===== src/rtl/imm_gen_pipe.sv =====
// Registered RISC-V immediate generator: decodes the immediate of an incoming instruction,
// computes pc + imm, and queues the results in a 2-entry buffer toward execute.
module imm_gen_pipe #(
    parameter int unsigned XLEN     = 32,
    parameter int unsigned RV64_OPS = 0
) (
    input  logic            clk,
    input  logic            rst_n,
    input  logic            flush,
    input  logic            in_valid,
    output logic            in_ready,
    input  logic [31:0]     in_ir,
    input  logic [XLEN-1:0] in_pc,
    output logic            out_valid,
    input  logic            out_ready,
    output logic [XLEN-1:0] out_imm,
    output logic [XLEN-1:0] out_target,
    output logic [XLEN-1:0] out_pc,
    output logic [2:0]      out_fmt,
    output logic            out_illegal
);

    localparam int unsigned CNT_W   = 2;
    localparam bit          RV64_EN = (XLEN == 64) && (RV64_OPS == 1);

    typedef enum logic [2:0] {
        FMT_NONE = 3'd0,
        FMT_I    = 3'd1,
        FMT_S    = 3'd2,
        FMT_B    = 3'd3,
        FMT_U    = 3'd4,
        FMT_J    = 3'd5
    } fmt_e;

    typedef struct packed {
        logic [XLEN-1:0] imm;
        logic [XLEN-1:0] target;
        logic [XLEN-1:0] pc;
        logic [2:0]      fmt;
        logic            illegal;
    } entry_t;

    logic [31:0]      imm32;
    logic [XLEN-1:0]  imm_ext;
    fmt_e             fmt_sel;
    logic             illegal_sel;
    entry_t           dec;

    logic [CNT_W-1:0] count_q, count_d;
    entry_t           head_q, head_d;
    entry_t           tail_q, tail_d;
    logic             in_ready_q, in_ready_d;
    logic             out_valid_q, out_valid_d;
    logic             push, pop;

    // Opcode decode into a 32-bit immediate, then sign-extend to XLEN
    always_comb begin
        imm32       = '0;
        fmt_sel     = FMT_NONE;
        illegal_sel = 1'b0;
        case (in_ir[6:0])
            7'b0010011, 7'b0000011, 7'b1100111, 7'b1110011: begin
                imm32   = {{20{in_ir[31]}}, in_ir[31:20]};
                fmt_sel = FMT_I;
            end
            7'b0011011: begin
                if (RV64_EN) begin
                    imm32   = {{20{in_ir[31]}}, in_ir[31:20]};
                    fmt_sel = FMT_I;
                end else begin
                    illegal_sel = 1'b1;
                end
            end
            7'b0100011: begin
                imm32   = {{20{in_ir[31]}}, in_ir[31:25], in_ir[11:7]};
                fmt_sel = FMT_S;
            end
            7'b1100011: begin
                imm32   = {{20{in_ir[31]}}, in_ir[7], in_ir[30:25], in_ir[11:8], 1'b0};
                fmt_sel = FMT_B;
            end
            7'b0110111, 7'b0010111: begin
                imm32   = {in_ir[31:12], 12'b0};
                fmt_sel = FMT_U;
            end
            7'b1101111: begin
                imm32   = {{12{in_ir[31]}}, in_ir[19:12], in_ir[20], in_ir[30:21], 1'b0};
                fmt_sel = FMT_J;
            end
            7'b0110011: fmt_sel = FMT_NONE;
            default:    illegal_sel = 1'b1;
        endcase

        imm_ext        = {XLEN{imm32[31]}};
        imm_ext[31:0]  = imm32;

        dec.imm     = imm_ext;
        dec.target  = in_pc + imm_ext;
        dec.pc      = in_pc;
        dec.fmt     = fmt_sel;
        dec.illegal = illegal_sel;
    end

    // Two-entry buffer; head_q always drives out_*, so a push into an empty or
    // simultaneously-popped buffer lands straight in head.
    always_comb begin
        push        = in_valid & in_ready_q & ~flush;
        pop         = out_valid_q & out_ready;
        count_d     = count_q;
        head_d      = head_q;
        tail_d      = tail_q;
        if (flush) begin
            count_d = '0;
        end else begin
            case (count_q)
                CNT_W'(0): begin
                    if (push) begin
                        head_d  = dec;
                        count_d = CNT_W'(1);
                    end
                end
                CNT_W'(1): begin
                    if (push && pop) begin
                        head_d = dec;
                    end else if (push) begin
                        tail_d  = dec;
                        count_d = CNT_W'(2);
                    end else if (pop) begin
                        count_d = CNT_W'(0);
                    end
                end
                CNT_W'(2): begin
                    if (pop) begin
                        head_d  = tail_q;
                        count_d = CNT_W'(1);
                    end
                end
                default: count_d = '0;
            endcase
        end
        in_ready_d  = (count_d != CNT_W'(2));
        out_valid_d = (count_d != CNT_W'(0));
    end

    always_ff @(posedge clk or negedge rst_n) begin
        if (!rst_n) begin
            count_q     <= '0;
            head_q      <= '0;
            tail_q      <= '0;
            in_ready_q  <= 1'b1;
            out_valid_q <= 1'b0;
        end else begin
            count_q     <= count_d;
            head_q      <= head_d;
            tail_q      <= tail_d;
            in_ready_q  <= in_ready_d;
            out_valid_q <= out_valid_d;
        end
    end

    assign in_ready    = in_ready_q;
    assign out_valid   = out_valid_q;
    assign out_imm     = head_q.imm;
    assign out_target  = head_q.target;
    assign out_pc      = head_q.pc;
    assign out_fmt     = head_q.fmt;
    assign out_illegal = head_q.illegal;

endmodule


===== config.mk =====
export PLATFORM = sky130hd
export DESIGN_NAME = imm_gen_pipe
export DESIGN_NICKNAME = d
export VERILOG_FILES = /design/src/rtl/imm_gen_pipe.sv
export SDC_FILE = /design/constraint.sdc
export NUM_CORES = 1
export LEC_CHECK = 0
export ABC_AREA = 1
export BUFFER_PORTS_ARGS = -buffer_cell sky130_fd_sc_hd__buf_2
export CAP_MARGIN = 20
export CORE_MARGIN = 3
export CORE_UTILIZATION = 30
export DETAILED_ROUTE_END_ITERATION = 6
export GPL_TIMING_DRIVEN = 0
export PLACE_DENSITY = 0.52
export SKIP_CTS_REPAIR_TIMING = 1
export SLEW_MARGIN = 5
export SYNTH_ARGS = -nofsm -noshare
export SYNTH_HDL_FRONTEND = slang
export SYNTH_SLANG_ARGS = --single-unit

===== constraint.sdc =====
create_clock -name clk -period 1.95 [get_ports clk]
set_input_delay 0.0975 -clock clk [delete_from_list [all_inputs] [get_ports clk]]
set_output_delay 0.0975 -clock clk [all_outputs]
set_load 0.02 [all_outputs]

# --- After elaboration in Yosys (flattened, before gate mapping) ---
# Index checks and enable logic that the tools add are counted.
totals:
  word_cells: 58
  inputBits: 69
  reg_bits: 204
  output_inout_bits: 102
op_classes:
  n_reduce_logical: 9
  n_bitwise: 5
  addsub: 1
  n_eq_ne: 16
  n_mux: 14
op_table:
  columns: ["cell", "n"]
  rows:
  - ["100-bit 2-to-1 mux", 3]
  - ["100-bit case mux with 3 select lines", 1]
  - ["32-bit case mux with 5 select lines", 1]
  - ["32-bit adder", 1]
  - ["7-bit == test (second input constant)", 4]
  - ["7-bit by 6-bit == test with 1-bit output (second input constant)", 3]
  - ["3-bit case mux with 5 select lines", 1]
  - ["7-bit by 5-bit == test with 1-bit output (second input constant)", 2]
  - ["2-bit 2-to-1 mux", 6]
  - ["10-bit OR reduction", 1]
  - ["2-bit != test (second input constant)", 4]
  - ["7-bit by 2-bit == test with 1-bit output (second input constant)", 1]
  - ["2-bit case mux with 3 select lines", 1]
  - ["5-bit AND reduction", 1]
  - ["4-bit AND reduction", 1]
  - ["4-bit OR reduction", 1]
  - ["1-bit AND", 3]
  - ["3-bit nonzero test", 1]
  - ["2-bit by 1-bit == test with 1-bit output (second input constant)", 1]
  - ["2-bit == test (second input constant)", 1]
  - ["2-bit zero test", 1]
  - ["1-bit NOT", 2]
  - ["2-bit nonzero test", 1]
  - ["2-bit OR reduction", 1]
  - ["2 further kinds", 2]

# --- Logic depth before layout (Yosys ltp) ---
# Gate-level depths: netlist (run 1).
logic_depth:
  ltp_word: 7
  depth_mapped: 24

# --- Worst setup path after synthesis (run 1) ---
# Ideal clock, no wire load.
synth_timing:
  path_kind: "input to register"
  startpoint: "in in_ir[2]"
  endpoint: "reg head_q, in the netlist out_target[28]"
  stages: 22
  setup_ns: 0.117
  setup_slack_ns: -0.428
  arrival_ns: 2.262
  cell_sequence: "inv_2 nand2_1 nor2_4 nand2_1 nand2_2 a22oi_1 inv_1 ha_1 inv_1 fa_1 inv_1 nand3_1 nand2_1 nand2_1 nand2_1 nand2_1 nand2_1 nand2_1 nand3_1 nand3_1 nand2_1 nand2_1"
synth_rtl:
  columns: ["element", "line_no", "text"]
  rows:
  - ["start, declared", "12", "input logic [31:0] in_ir,"]
  - ["end signal, assigned", "148", "head_q <= '0;"]
  - ["end signal, assigned", "154", "head_q <= head_d;"]
  - ["end, declared", "50", "entry_t head_q, head_d;"]

==> flow_summary.ini, run 1 <==
[layout]
design_area_um2 = 16870
final_nets = 1998
antenna_cells = 0
drive_gt1_share_pct = 35.56
syn2layout_area_growth_pct = 47.75
seq_area_um2 = 5106
multiInputGateArea_um2 = 7162
fillers = 3734
finalNonFillerCells = 2419

[pwr]
power_density_nw_per_um2 = 917.4
p_leak_uw = 0.008582
ir_drop_v = 0.0005632

[floorplanning]
row_count = 70
pin_count = 171
dieArea_um2 = 40430
placeableCoreArea_um2 = 37050
die_w_um = 201.1
start_util_pct = 30.82
die_height_um = 201.1

[logic_synthesis]
yosysTopAreaCell = dfrtp_1
syn_area_um2 = 11420
synth_async_sr_flop_share_pct = 100.0
synth_area_leaders = dfrtp_1 (44%), nand2_1 (19%), inv_1 (5.4%)
synthFlopType = dfrtp_1
synth-seq-cells = 204
synth_warnings = 0
syn_avg_cell_area_um2 = 7.172
yosysSeqAreaShare_pct = 44.72
synth_edf_count = 0
ys_types = 38
synth_top_cell_area_share_pct = 44.49
synth_nets = 1693
syn_inst = 1592

[placement]
portBuffers = 170
placed_cells = 2268
dp_slack_ps = -1204
placedInstanceArea_um2 = 13330
hpwl_mm = 33.31
gp_congestion = 0.9118

[detailed_routing]
dr_total_vias = 11560
drc = 0
wl_mm = 44.66
dr.pass1.iters = 5
post_drt_wl_per_cell_um = 18.46
drt_iter0_drc = 929
vias_per_cell = 4.780
ant_nets = 0

[timing]
setup_viol = 35
clock.fmax_mhz = 473.4
drv_slew = 0
timing.hold.ws_ps = -14.67
finClkSkew_ps = 20.66
slew_headroom_pct = 56.34
rsz0062_at_grt = yes
fin_ws_ps = -162.6
tightest_slew_ps = 654.9
hold_viol = 1
period_needed_ps = 2113
post-route-period-util_pct = 108.3

[grt]
grt_pass1_wl_mm = 65.00
grt_pass1_vias = 10650
overflow = 0
grtUsageTotal_pct = 20.70
antenna_found_initial = 0
grt_start_max_net_pins = 93

[setup_path]
cp-end-kind = flop
worstSetupPathType = in2reg
arrival_ps = 2530
cp_max_fo = 5
start_kind = input pin
crit_required_ps = 2370

[run_status]
outcome = finished, violations left
violations = hold timing, setup timing

[clocking]
cts_tree = yes
worstSkewPairLatency_ps = 540
h-tree-depth = 1
ctsLongestPathBuffers = 3
clk_pin_slew_worst_paths_ps = 60
cts_buffers = 25
cts.sinks = 204
clockRootBuffer = clkbuf_16

[worst_hold_path]
hold_class = in2reg

[job]
cap_viol_max_count = 0
[state kept, by name (all words and copies together) (netlist names)]
| signal | cells |
|---|---|
| out_fmt | 3 |
| out_valid | 1 |
| count_q | 2 |
| out_target | 32 |
| in_ready | 1 |
| out_imm | 32 |
| out_pc | 32 |
| tail_q | 100 |
| out_illegal | 1 |
[placed cells by master, fill, tap and decap left out, types with 10 or more instances in the layout]
cell type	synthesis	routed
a21oi_1	119	88
a21oi_2	1	19
a21oi_4	0	13
a31oi_1	48	47
buf_2	31	178
buf_4	1	56
clkbuf_1	30	27
clkbuf_16	0	27
clkbuf_2	0	13
clkbuf_4	0	10
dfrtp_1	203	203
dlygate4sd3_1	0	48
ha_4	0	29
inv_1	164	132
inv_2	21	41
nand2_1	566	430
nand2_2	8	91
nand2_4	3	48
nand3_1	47	30
nand3_2	1	16
nor2_1	160	118
nor2_2	2	20
nor2_4	3	27
nor3_4	0	11
o21a_1	10	10
o21ai_0	85	60
o21ai_1	2	21
[cell usage after synthesis, types with 4 or more instances]
cell type and instances:
nand2_1 566, dfrtp_1 203, inv_1 164, nor2_1 160, a21oi_1 119, o21ai_0 85, a31oi_1 48, nand3_1 47
buf_2 31, ha_1 31, clkbuf_1 30, inv_2 21, o21a_1 10, nor3_2 9, nand2_2 8, nor3_1 8
xor2_1 8, nand4_1 7, xnor2_1 6, o21bai_1 4
[worst max-delay path: stages]
cell,delay (ps)
buf_8,100
inv_8,40
nand2_8,70
nor2_4,50
nand2_2,80
nand2_4,90
nand2_8,120
inv_8,50
clkbuf_16,160
nor3_4,260
inv_2,110
ha_4,350
nand2_4,90
nor2_4,190
inv_1,60
o21bai_1,170
nor2_2,60
nand3_1,100
nand3_1,90
nand2_2,120
nand2_1,50
[cell type report]
class | count | area share (%)
multi-input cells | 1136 | 42.46
flip-flops and latches | 204 | 30.27
repair buffers | 278 | 11.63
inverters | 186 | 4.495
clock buffers | 39 | 4.317
well taps | 504 | 3.738
plain buffers | 66 | 2.299
clock inverters | 6 | 0.7936
[cells by family (layout without fill, tap and decap cells)]
group | Yosys count | after routing | share of synthesized area [%]
adder cells (fa/ha/maj) | 32 | 32 | 3.573
flip-flops | 204 | 204 | 44.72
AO/OA/AOI/OAI | 273 | 273 | 12.96
XOR/XNOR | 14 | 14 | 1.074
AND/OR/NAND/NOR | 817 | 817 | 28.85
buffers and inverters | 252 | 575 | 8.811
[layer usage]
metal	part of all wire [%]	GRT usage [%]	vias to the layer above	wire [um]
li1	-	-	5647	-
met1	46	29.60	5561	20450
met2	47	33.30	313	20810
met3	5.7	3.211	42	2532
met4	1.9	4.341	0	865
met5	0	0	-	0
[metrics by stage]
step | total power, uW | hold slack, ps | util, % | setup TNS (ps)
2_1_floorplan | 8560 | -198.1 | - | -6582
3_3_place_gp | 10030 | 367.9 | 35.80 | -661990
3_5_place_dp | 10110 | -15.84 | 35.97 | -69350
4_1_cts | 15130 | -579.9 | 38.30 | -39480
5_1_grt | 16350 | 8.047 | 45.53 | -11040
6_report | 15480 | -14.67 | 45.53 | -2668
[path summary, 6_finish.rpt]
path / from / end / slack (ps) / cells after the start
worst min-delay path: in_ir[6] / tail_q[79]$_DFFE_PN0P_ / -10 / 4
max in group asynchronous: rst_n / tail_q[68]$_DFFE_PN0P_ / 1130 / 3
worst max register to register: count_q[1]$_DFF_PN0_ / out_target[31]$_DFFE_PN0P_ / -60 / 8
min in group asynchronous: rst_n / tail_q[24]$_DFFE_PN0P_ / 20 / 2
worst min register to register: tail_q[31]$_DFFE_PN0P_ / tail_q[31]$_DFFE_PN0P_ / 470 / 2
worst max-delay path: in_ir[4] / out_target[27]$_DFFE_PN0P_ / -160 / 21
[report_power, final]
part | switching (uW) | internal [uW] | total [uW]
sequential | 696 | 5530 | 6220
clock | 1900 | 3080 | 4980
combinational | 2680 | 1580 | 4270
total | 5280 | 10200 | 15500
(Power assumes the default switching activity.)
==> run 2, diff against run 1 <==
Settings changed: ABC_AREA 1 to unset, GPL_TIMING_DRIVEN 0 to 1, PLACE_DENSITY 0.52 to 0.53.
==> run 2 against run 1 <==
  * The run still ends with hold timing, setup timing left
  * Via count decreased by 14%
  * Synthesized area decreased by 9.1%
  * Wire length shrank 18%
  * Clock skew down 13 ps
  * Synthesized cell count shrank 29%
  * Final cell count is 18% lower
  * Global-route usage fell by 2.4 points
  * Combinational power decreased by 14%
  * Sequential share of layout area is 1.1 points higher
  * First-iteration DRC count decreased by 47%
  * Clock power down 9.2%
==> flow_summary.ini, run 2 <==
[run_status]
outcome = finished, violations left
violations = hold timing, setup timing

[job]
cap_viol_max_count = 0

[logic_synthesis]
synthFlopType = dfrtp_1
synth_edf_count = 0
ys_top_cells_by_count = dfrtp_1 (203), nand2_1 (203), nor2_1 (116), o21ai_0 (94), a21oi_1 (92)
syn_avg_cell_area_um2 = 9.138
ys_types = 57
synth_nets = 1237
yosysSeqAreaShare_pct = 49.19
syn_area_um2 = 10380
synth_warnings = 0
synth_async_sr_flop_share_pct = 100.0
syn_inst = 1136
synth-seq-cells = 204
synth_area_leaders = dfrtp_1 (49%), nand2_1 (7.3%), mux2_2 (5.7%)
yosysTopAreaCell = dfrtp_1
synth_top_cell_area_share_pct = 48.93

[worst_hold_path]
hold_path_depth = 3
hp-start = in_ir[16]
hold_path_end = tail_q[84]$_DFFE_PN0P_
hold_class = in2reg

[clocking]
h-tree-depth = 1
clockRootBuffer = clkbuf_16
cts.sinks = 204
cts_tree = yes
ctsLongestPathBuffers = 3
clk_pin_slew_worst_paths_ps = 60
worstSkewPairLatency_ps = 510
cts_buffers = 24

[floorplanning]
placeableCoreArea_um2 = 33780
pin_count = 171
start_util_pct = 30.73
die_w_um = 192.0
row_count = 67
dieArea_um2 = 36870
die_height_um = 192.0

[detailed_routing]
drc = 0
dr_total_vias = 9897
post_drt_wl_per_cell_um = 18.46
wl_mm = 36.81
dr.pass1.iters = 6
drt_iter0_drc = 497
ant_nets = 0
vias_per_cell = 4.963

[timing]
slew_headroom_pct = 63.09
drv_slew = 0
post-route-period-util_pct = 150.4
clock.fmax_mhz = 341.0
tightest_slew_ps = 553.7
setup_viol = 66
hold_viol = 1
rsz0062_at_grt = yes
period_needed_ps = 2932
setup_tns_ps = -35010
finClkSkew_ps = 7.738
fin_ws_ps = -982.4
timing.hold.ws_ps = -19.11

[setup_path]
r2r_slack_ps = -70
cp-end-kind = flop
arrival_ps = 3330
crit_top_cell = nor2b_4
crit_required_ps = 2350
r2r_cells = 9
reg2reg_from = out_valid$_DFF_PN0_
worstPathCellList = buf_6, and4bb_2, nor2b_4, nor2b_4, a22oi_2, inv_1, ha_2, inv_2, fa_2, nor2b_4, o2111ai_4, a211oi_4, buf_6, a31oi_4, o41ai_4, xnor2_2, mux2_2
worstSetupPathType = in2reg
start_kind = input pin
cp_max_fo = 4
worstReg2RegEnd = out_target[0]$_DFFE_PN0P_
crit_path_max_incr_delay_ps = 390
crit_slowest_cell = fa_2

[layout]
final_cell_mix = dfrtp_1 (203), nand2_1 (192), buf_4 (186)
fillers = 3162
final_nets = 1630
utilization_pct = 48.14
largest_register_ffs = 100
mostFrequentLayoutCell = dfrtp_1
design_area_um2 = 16260
drive_gt1_share_pct = 45.28
syn2layout_area_growth_pct = 56.66
antenna_cells = 0
regMostFlops = tail_q
multiInputGateArea_um2 = 6282
seq_area_um2 = 5106

[pwr]
intPower_uw = 9600
ir_drop_v = 0.0005811
power_uw = 13940
p_leak_uw = 0.007619
p_seq_share_pct = 41.2
switching_share_pct = 31.11
power_density_nw_per_um2 = 857.0
clock_power_share_pct = 32.4
p_switching_uw = 4336
comb_power_share_pct = 26.4

[placement]
placedInstanceArea_um2 = 13360
gp_congestion = 0.9069
portBuffers = 170
hpwl_mm = 25.37

[grt]
grt_pass1_wl_mm = 52.96
overflow = 0
grt_pass1_vias = 9302
grtUsageTotal_pct = 18.33
antenna_found_initial = 0
grt_start_max_net_pins = 104
run 2: cell types whose count changed after synthesis, sizes merged, moves of 13 or more:
cell	previous run	this run
a211oi	0	17
a21o	2	22
buf	36	21
nand2	577	203
inv	186	32
mux2	0	53
a21oi	120	100
nor2	165	116
nand3	48	11
xnor2	6	19
o21ai	87	100
clkbuf	30	50
run 2: critical path, delay by kind of cell:
kind                       cells  cell delay [ps]
muxes                          1              280
and+or+nand+nor                4              850
adders and majority gates      2              570
xor gates and xnor gates       1              150
AOI/OAI and AO/OA              5             1020
buffers and inverters          4              350
run 2: final cells by class:
cell class              count  area share, %
multi-input cells         830          38.63
flip-flops and latches    204          31.40
repair buffers            437          20.88
clock buffers              31          4.231
well taps                 448          3.447
inverters                  32         0.7386
clock inverters            12         0.6770
run 2: power by group through the flow:
stage                     registers, uW  logic [uW]  clock network [uW]
after floorplan                    6140        1380                   0
after global placement             5750        3140                   0
after global routing               5860        4010                4800
after CTS                          5720        3190                4640
after detailed placement           5780        3170                   0
final                              5740        3680                4520
run 2: kinds of logic (layout without fill, tap and decap cells):
family	Yosys count	after routing	share of synthesized area (%)
simple gates	378	378	15.05
compound gates	335	336	19.43
flops	204	204	49.19
buf+inv	103	512	4.014
mux	55	55	5.942
fa+ha+maj	32	32	3.929
xor+xnor	29	29	2.447
run 2: layer usage:
| layer | part of all wire [%] | global-route usage (%) | up-vias |
|---|---|---|---|
| li1 | - | - | 4756 |
| met1 | 46 | 27.00 | 4864 |
| met2 | 46 | 28.37 | 226 |
| met3 | 5.2 | 2.464 | 51 |
| met4 | 2.6 | 4.791 | 0 |
| met5 | 0 | 0 | - |
run 2: worst max-delay path by stage:
stage / start / endpoint / slack, ps / cells after the start
finish: in_ir[3] / tail_q[58]$_DFFE_PN0P_ / -980 / 17
global route: in_ir[3] / out_target[22]$_DFFE_PN0P_ / -1090 / 18
CTS: in_ir[5] / tail_q[58]$_DFFE_PN0P_ / -930 / 17
detailed placement: in_ir[5] / tail_q[58]$_DFFE_PN0P_ / -1470 / 17
global placement: in_ir[5] / out_target[29]$_DFFE_PN0P_ / -1430 / 17
floorplan: in_ir[2] / tail_q[58]$_DFFE_PN0P_ / -1000 / 16
run 2: through the flow:
| stage | cells | worst slack [ps] |
|---|---|---|
| after detailed placement | 1868 | -1474 |
| after floorplan | 1136 | -1002 |
| final | 1994 | -982.4 |
| after global routing | 1994 | -1094 |
| after CTS | 1911 | -930.6 |
| after global placement | 1868 | -1431 |
==> run 3, diff against run 2 <==
Settings changed: ABC_AREA set to 1, PLACE_DENSITY 0.53 to 0.52.
==> run 3 against run 2 <==
  * The flow still finishes with violations (hold timing, setup timing)
  * Total power grew 8.8%
  * Clock skew grew 8.6 ps
  * Wire length grew 12%
  * Clock-buffer cell count grew 4
  * Global-route usage grew 0.73 points
  * Sequential share of layout area shrank 2.2 points
  * Sequential power grew 8.4%
  * Die area grew 9.7%
  * Critical endpoint is now out_target[30]$_DFFE_PN0P_
  * Largest power group unchanged
==> flow_summary.ini, run 3 (same netlist as run 1, synthesis figures left out) <==
[run_status]
outcome = finished, violations left
violations = hold timing, setup timing

[clocking]
cts.sinks = 204
worstSkewPairLatency_ps = 530
clk_pin_slew_worst_paths_ps = 60
clockRootBuffer = clkbuf_16
h-tree-depth = 1
cts_tree = yes
ctsLongestPathBuffers = 3
cts_buffers = 25

[pwr]
clock_power_share_pct = 30.0
intPower_uw = 9875
p_seq_share_pct = 41.0
comb_power_share_pct = 29.0
ir_drop_v = 0.0005498
switching_share_pct = 34.88
p_switching_uw = 5289
power_density_nw_per_um2 = 866.3
p_leak_uw = 0.008915

[detailed_routing]
vias_per_cell = 4.665
drc = 0
ant_nets = 0
wl_mm = 41.21
dr.pass1.iters = 4
drt_iter0_drc = 588
post_drt_wl_per_cell_um = 16.68
dr_total_vias = 11530

[timing]
hold_viol = 3
finClkSkew_ps = 16.38
timing.hold.ws_ps = -21.88
clock.fmax_mhz = 465.2
tightest_slew_ps = 574.9
slew_headroom_pct = 61.68
period_needed_ps = 2150
setup_viol = 35
setup_tns_ps = -2766
rsz0062_at_grt = yes
drv_slew = 0
fin_ws_ps = -199.8
post-route-period-util_pct = 110.2

[setup_path]
r2r_cells = 6
worstReg2RegEnd = out_valid$_DFF_PN0_
r2r_slack_ps = 180
cp_max_fo = 6
worstSetupPathType = in2reg
start_kind = input pin
reg2reg_from = in_ready$_DFF_PN1_
arrival_ps = 2570
cp-end-kind = flop
crit_required_ps = 2370

[job]
cap_viol_max_count = 0

[layout]
antenna_cells = 0
mostFrequentLayoutCell = nand2_1
design_area_um2 = 17510
regMostFlops = tail_q
fillers = 3627
largest_register_ffs = 100
drive_gt1_share_pct = 38.89
syn2layout_area_growth_pct = 53.33
final_nets = 2050
final_cell_mix = nand2_1 (435), dfrtp_1 (203), buf_2 (162)

[grt]
overflow = 0
grt_pass1_vias = 11050
grt_start_max_net_pins = 71
grt_pass1_wl_mm = 61.90
grtUsageTotal_pct = 19.06
antenna_found_initial = 0

[placement]
gp_congestion = 0.8416
hpwl_mm = 29.82
placedInstanceArea_um2 = 14420
portBuffers = 170

[worst_hold_path]
hp-start = in_ir[21]
hold_path_depth = 3
hold_class = in2reg
hold_path_end = tail_q[69]$_DFFE_PN0P_

[floorplanning]
die_w_um = 201.1
pin_count = 171
start_util_pct = 30.82
die_height_um = 201.1
row_count = 70
dieArea_um2 = 40430
placeableCoreArea_um2 = 37050
-- run 3: cell count changes in the layout (fill, tap and decap cells not counted), moves of 35 or more --
cell and delta:
mux2_2 -50, nand2_2 +90, nand2_4 +35, buf_4 -39, inv_1 +116, nand2_1 +243
-- run 3: per-layer routing --
metal	wire [um]	track usage [%]	vias up	share of wire, %
li1	-	-	5754	-
met1	19380	26.75	5457	47
met2	19240	31.42	265	47
met3	1834	2.789	52	4.5
met4	750	3.890	0	1.8
met5	0	0	-	0
-- run 3: cell type report --
| type | count | area [um2] | share of cell area (%) |
|---|---|---|---|
| multi-input combinational | 1136 | 7169 | 40.96 |
| sequential | 204 | 5106 | 29.17 |
| timing repair buffer | 396 | 3039 | 17.36 |
| inverter | 186 | 774.5 | 4.424 |
| clock buffer | 35 | 703.2 | 4.017 |
| tap | 504 | 630.6 | 3.602 |
| clock inverter | 10 | 82.58 | 0.4717 |
-- run 3: worst max path at each step --
stage | startpoint | to
2_1_floorplan | in_ir[3] | out_target[28]$_DFFE_PN0P_
3_3_place_gp | in_ir[1] | out_target[29]$_DFFE_PN0P_
3_5_place_dp | in_ir[3] | out_target[29]$_DFFE_PN0P_
4_1_cts | in_ir[3] | out_target[29]$_DFFE_PN0P_
5_1_grt | in_ir[4] | out_target[30]$_DFFE_PN0P_
6_report | in_ir[4] | out_target[30]$_DFFE_PN0P_
-- run 3: worst max-delay path, stage by stage --
cell      delay [ps]
buf_12           110
clkinv_8          50
nand2_8           60
nor2_4           160
nand2_2           80
nand2_4          110
inv_2             50
nand2_4          100
nor2_4            60
buf_6            120
nor2_4           170
ha_4             260
a21oi_4          220
nand2_4           90
a21oi_2          150
nand2_2          100
buf_12           150
nand2_4           60
nand2_2           50
nand2_2           80
nand3_2           90
nand2_1           90
nand2_1           50
-- run 3: stage by stage --
stage,cells,hold slack (ps),utilization [%],total power (uW),worst slack [ps]
2_1_floorplan,1592,-198.1,-,8560,-263.5
3_3_place_gp,2362,146.8,38.93,10240,-921.9
3_5_place_dp,2362,141.8,38.93,10310,-923.6
4_1_cts,2407,-418.0,41.05,14930,-365.9
5_1_grt,2471,7.016,47.25,16090,-289.3
6_report,2471,-21.88,47.25,15160,-199.8
-- run 3: power groups by stage --
| stage | Clock (uW) | Sequential, uW | Combinational, uW |
|---|---|---|---|
| 2_1_floorplan | 0 | 6870 | 1690 |
| 3_3_place_gp | 0 | 6260 | 3980 |
| 3_5_place_dp | 0 | 6290 | 4020 |
| 4_1_cts | 4660 | 6230 | 4050 |
| 5_1_grt | 4840 | 6380 | 4880 |
| 6_report | 4550 | 6220 | 4400 |
